**src/rtl/mux_way16_bank_pkg.sv**
```systemverilog
// Shared constants for the registered 16-bit selector bank: default word width
// and the select widths of the 2-, 4- and 8-way selectors.
package mux_way16_bank_pkg;

  localparam int DEFAULT_WIDTH = 16;

  localparam int SEL2_W = 1;
  localparam int SEL4_W = 2;
  localparam int SEL8_W = 3;

endpackage

```
**src/rtl/mux_way16_bank_tree.sv**
```systemverilog
// Combinational selector tree: 2-way leaf, 4-way from three leaves, and 8-way
// from two 4-way halves joined by a final leaf on the top select bit.

module mux16
  import mux_way16_bank_pkg::*;
#(
  parameter int WIDTH = DEFAULT_WIDTH
) (
  input  logic [WIDTH-1:0]  a,
  input  logic [WIDTH-1:0]  b,
  input  logic [SEL2_W-1:0] sel,
  output logic [WIDTH-1:0]  y
);

  // A known select routes only the chosen word, so an unknown on the other
  // input never reaches y.
  assign y = sel[0] ? b : a;

endmodule

module mux4way16
  import mux_way16_bank_pkg::*;
#(
  parameter int WIDTH = DEFAULT_WIDTH
) (
  input  logic [WIDTH-1:0]  a,
  input  logic [WIDTH-1:0]  b,
  input  logic [WIDTH-1:0]  c,
  input  logic [WIDTH-1:0]  d,
  input  logic [SEL4_W-1:0] sel,
  output logic [WIDTH-1:0]  y
);

  logic [WIDTH-1:0] lo_w   [2];
  logic [WIDTH-1:0] hi_w   [2];
  logic [WIDTH-1:0] pair_w [2];

  assign lo_w[0] = a;
  assign hi_w[0] = b;
  assign lo_w[1] = c;
  assign hi_w[1] = d;

  // sel[0] chooses within {a,b} and {c,d}; sel[1] chooses between the pairs.
  for (genvar gi = 0; gi < 2; gi++) begin : g_pair
    mux16 #(.WIDTH(WIDTH)) u_pair (
      .a   (lo_w[gi]),
      .b   (hi_w[gi]),
      .sel (sel[0]),
      .y   (pair_w[gi])
    );
  end

  mux16 #(.WIDTH(WIDTH)) u_final (
    .a   (pair_w[0]),
    .b   (pair_w[1]),
    .sel (sel[1]),
    .y   (y)
  );

endmodule

module mux8way16
  import mux_way16_bank_pkg::*;
#(
  parameter int WIDTH = DEFAULT_WIDTH
) (
  input  logic [WIDTH-1:0]  a,
  input  logic [WIDTH-1:0]  b,
  input  logic [WIDTH-1:0]  c,
  input  logic [WIDTH-1:0]  d,
  input  logic [WIDTH-1:0]  e,
  input  logic [WIDTH-1:0]  f,
  input  logic [WIDTH-1:0]  g,
  input  logic [WIDTH-1:0]  h,
  input  logic [SEL8_W-1:0] sel,
  output logic [WIDTH-1:0]  y
);

  logic [WIDTH-1:0] src_w  [8];
  logic [WIDTH-1:0] half_w [2];

  assign src_w[0] = a;
  assign src_w[1] = b;
  assign src_w[2] = c;
  assign src_w[3] = d;
  assign src_w[4] = e;
  assign src_w[5] = f;
  assign src_w[6] = g;
  assign src_w[7] = h;

  for (genvar gi = 0; gi < 2; gi++) begin : g_half
    mux4way16 #(.WIDTH(WIDTH)) u_half (
      .a   (src_w[4*gi+0]),
      .b   (src_w[4*gi+1]),
      .c   (src_w[4*gi+2]),
      .d   (src_w[4*gi+3]),
      .sel (sel[1:0]),
      .y   (half_w[gi])
    );
  end

  mux16 #(.WIDTH(WIDTH)) u_final (
    .a   (half_w[0]),
    .b   (half_w[1]),
    .sel (sel[2]),
    .y   (y)
  );

endmodule

```
**src/rtl/mux_way16_bank.sv**
```systemverilog
// Registered selector bank: 2-, 4- and 8-way word selectors on one shared
// select bus, each followed by a single output register with sync reset.
module mux_way16_bank
  import mux_way16_bank_pkg::*;
#(
  parameter int WIDTH = DEFAULT_WIDTH
) (
  input  logic              clk,
  input  logic              rst,
  input  logic [WIDTH-1:0]  a,
  input  logic [WIDTH-1:0]  b,
  input  logic [WIDTH-1:0]  c,
  input  logic [WIDTH-1:0]  d,
  input  logic [WIDTH-1:0]  e,
  input  logic [WIDTH-1:0]  f,
  input  logic [WIDTH-1:0]  g,
  input  logic [WIDTH-1:0]  h,
  input  logic [SEL8_W-1:0] sel,
  output logic [WIDTH-1:0]  mux,
  output logic [WIDTH-1:0]  mux4,
  output logic [WIDTH-1:0]  mux8
);

  logic [WIDTH-1:0] mux_w, mux4_w, mux8_w;
  logic [WIDTH-1:0] mux_d, mux4_d, mux8_d;
  logic [WIDTH-1:0] mux_q, mux4_q, mux8_q;

  mux16 #(.WIDTH(WIDTH)) u_mux2 (
    .a   (a),
    .b   (b),
    .sel (sel[SEL2_W-1:0]),
    .y   (mux_w)
  );

  mux4way16 #(.WIDTH(WIDTH)) u_mux4 (
    .a   (a),
    .b   (b),
    .c   (c),
    .d   (d),
    .sel (sel[SEL4_W-1:0]),
    .y   (mux4_w)
  );

  mux8way16 #(.WIDTH(WIDTH)) u_mux8 (
    .a   (a),
    .b   (b),
    .c   (c),
    .d   (d),
    .e   (e),
    .f   (f),
    .g   (g),
    .h   (h),
    .sel (sel),
    .y   (mux8_w)
  );

  always_comb begin
    mux_d  = mux_w;
    mux4_d = mux4_w;
    mux8_d = mux8_w;
  end

  // Reset overrides whatever selection is in flight on the same edge.
  always_ff @(posedge clk) begin
    if (rst) begin
      mux_q  <= '0;
      mux4_q <= '0;
      mux8_q <= '0;
    end else begin
      mux_q  <= mux_d;
      mux4_q <= mux4_d;
      mux8_q <= mux8_d;
    end
  end

  assign mux  = mux_q;
  assign mux4 = mux4_q;
  assign mux8 = mux8_q;

endmodule

```
**config.mk**
```make
export PLATFORM = sky130hd
export DESIGN_NAME = mux_way16_bank
export DESIGN_NICKNAME = d
export VERILOG_FILES = /design/src/rtl/mux_way16_bank_pkg.sv /design/src/rtl/mux_way16_bank_tree.sv /design/src/rtl/mux_way16_bank.sv
export SDC_FILE = /design/constraint.sdc
export NUM_CORES = 1
export LEC_CHECK = 0
export CAP_MARGIN = 20
export CORE_UTILIZATION = 42
export DETAILED_ROUTE_END_ITERATION = 6
export GPL_TIMING_DRIVEN = 0
export PLACE_DENSITY = 0.81
export SYNTH_ARGS = -nofsm -noshare
export SYNTH_HDL_FRONTEND = slang
export SYNTH_HIERARCHICAL = 1
export SYNTH_SLANG_ARGS = --single-unit
```
**constraint.sdc**
```tcl
create_clock -name clk -period 4.05 [get_ports clk]
set_clock_uncertainty 0.1 [all_clocks]
set_input_delay 0.81 -clock clk [delete_from_list [all_inputs] [get_ports clk]]
set_output_delay 0.81 -clock clk [all_outputs]
set_load 0.005 [all_outputs]
```
==> results.yml, run 1 <==
clock_tree:
  clk_path_buf_depth: 2
  cts.sinks: 48
  cts_buffers: 5
  hold_buffers: 0
  cts_root_buffer: "clkbuf_8"
  cts_resized: 0
  clk_pin_slew_worst_paths_ps: 90
  cts_max_level: 2
  cts_tree: "done"
  post-cts-setup-buffers: 0
critical_path:
  startpoint: "a[6]"
  cp-end-kind: "register"
  worstPathMaxFanout: 3
  cp.required_ps: 4150
  critPathKind: "primary input to register"
  startpoint_type: "primary input"
  worstPathArrival_ps: 2250
hold_path:
  hold_start: "rst"
  hold_class: "primary input to register"
synth:
  synth.net_count: 432
  synthTopCellsByArea: "mux2_4 41%, dfxtp_1 24%, mux2_2 18%"
  synth_adder_area_share: 0
  synth-simple-area-share: 0.0743
  synthXorXnorAreaFrac: 0
  synth.yosys.seq_area_share: 0.238
  synth_area_mm2: 0.00404
  synth_top_area_cell: "mux2_4"
  ys_ff_latch: 48
  synthDistinctLibCells: 7
  muxShareOfSynthArea: 0.592
  synth_top_area_share: 0.408
  synth_top_family_by_area: "multiplexers"
  synth_cells: 299
  yosys_warnings: 6
  avgSynthCellArea_um2: 13.5
  synth_compound_area_frac: 0
detailed_routing:
  dr.first_iter.drc_count: 39
  wire_per_inst_um: 17.0
  drc: 0
  num_vias: 2924
  routed_wl_um: 10400
  viasPerCell: 4.78
  drtAntennaViolNets: 0
  dr.pass1.iters: 4
final_layout:
  final_cell_area_mm2: 0.00608
  layout_common_cells: "176 x clkdlybuf4s50_1, 110 x mux2_4, 66 x mux2_2, 48 x nor2b_1, 48 x dfxtp_1"
  layout_commonest_cell: "clkdlybuf4s50_1"
  n_antenna_cell: 0
  area_growth_pct: 50.4
  fill_cells: 744
  drive_gt1_frac: 0.437
  nets: 615
sta:
  holdWs_ps: 618
  setup_viol: 0
  tns_ps: 0
  max_slew_margin: 0.828
  min_period_ps: 2150
  rsz0062_at_grt: "false"
  finalCritPeriodShare: 0.531
  tightest_slew_ps: 257
  max_freq_ghz: 0.465
  final-max-slew-violation-count: 0
  hold_viol_final: 0
die:
  die_w_um: 100
  fp.dieArea_mm2: 0.0100
  io-pin-count: 181
  std_cell_rows: 35
  start_util: 0.436
  design.core.area_mm2: 0.00928
  die_h_um: 100
placed_design:
  dpl.hpwl_um: 8440
  io_buffers: 176
  place_area_mm2: 0.00597
  gp_congestion: 0.761
power_and_ir_drop:
  leakage_nw: 2.59
  peakVddDrop_uv: 142
  power_density_mw_per_mm2: 240
status:
  status: "finished clean"
global_routing:
  grt_pass1_vias: 3256
  grt_start_max_net_pins: 17
  antenna_found_initial: 0
  track_usage: 0.206
  grt-ovfl-total: 0
  grt_pass1_wl_um: 15900
job:
  cap_violations: 0
-- Yosys cell counts --
cell     instances
buf_12          11
buf_2            2
buf_6           14
dfxtp_1         48
mux2_2          66
mux2_4         110
nor2b_1         48
-- sequential cells by signal, summed over array words and instances (netlist names) --
signal and count:
mux4 16, mux8 16, mux 16
-- path summary, 6_finish.rpt --
| path | to | slack (ps) | cells past startpoint |
|---|---|---|---|
| worst max-delay path | mux8[6] | 1900 | 5 |
| worst min-delay path | mux8[1] | 620 | 2 |
-- per-stage QoR --
step           cells  utilization  setup WS [ps]  total power, mW
6_report         612        0.655           1900             1.46
5_1_grt          612        0.655           1870             1.53
4_1_cts          612        0.655           1900             1.48
3_5_place_dp     604        0.643           1590             1.12
3_3_place_gp     604        0.643           1590             1.11
2_1_floorplan    299            -           1850            0.858
-- report_power, final --
group	leakage [nW]	switching, mW	total (mW)	internal [mW]
Sequential	0.400	0.00983	0.520	0.510
Combinational	2.14	0.163	0.582	0.420
Clock	0.0548	0.175	0.361	0.186
-- worst max-delay path, stage by stage --
cell and delay [ps]:
clkdlybuf4s50_1 480, mux2_4 300, mux2_4 270, mux2_4 260
nor2b_1 130
-- metal layers --
metal / track usage / wire length (um) / up-vias
li1: - / - / 1420
met1: 0.211 / 3930 / 1365
met2: 0.393 / 5230 / 131
met3: 0.0787 / 1090 / 8
met4: 0.0412 / 117 / 0
met5: 0 / 0 / -
-- layout make-up --
type | instances | area [um^2] | share of cell area
Tap cell | 129 | 161 | 0.0265
Buffer | 27 | 388 | 0.0638
Clock buffer | 5 | 68.8 | 0.0113
Multi-Input combinational cell | 224 | 2700 | 0.443
Timing Repair Buffer | 176 | 1760 | 0.290
Sequential cell | 48 | 961 | 0.158
Clock inverter | 3 | 46.3 | 0.00761
-- logic make-up after synthesis --
logic type | after synthesis
mux | 176
flops | 48
simple gates | 48
buf+inv | 27
No activity file was read; power rests on OpenSTA's default activity.
==> run 2, diff against run 1 <==
==> constraint.sdc (replaced) <==
create_clock -name clk -period 2 [get_ports clk]
set_clock_uncertainty 0.1 [all_clocks]
set_input_delay 0.4 -clock clk [delete_from_list [all_inputs] [get_ports clk]]
set_output_delay 0.4 -clock clk [all_outputs]
set_load 0.005 [all_outputs]
==> results of run 2 <==
Same layout as run 1 (identical final DEF). Status: finished clean.
Among the figures that moved: setup slack after placement 1590 ps -> -54.0 ps; setup slack after layout 1900 ps -> 261 ps; hold slack 618 ps -> 208 ps; total power 1.46 mW -> 2.96 mW; worst IR drop on VDD 142 uV -> 288 uV
==> run 3, diff against run 2 <==
==> constraint.sdc (replaced) <==
create_clock -name clk -period 1.66 [get_ports clk]
set_clock_uncertainty 0.1 [all_clocks]
set_input_delay 0.249 -clock clk [delete_from_list [all_inputs] [get_ports clk]]
set_output_delay 0.249 -clock clk [all_outputs]
set_load 0.005 [all_outputs]
==> results of run 3 <==
Same layout as run 1 (identical final DEF). Status: finished clean.
Among the figures that moved: setup slack after placement 1590 ps -> -243 ps; setup slack after layout 1900 ps -> 72.3 ps; hold slack 618 ps -> 56.6 ps; total power 1.46 mW -> 3.57 mW; worst IR drop on VDD 142 uV -> 347 uV
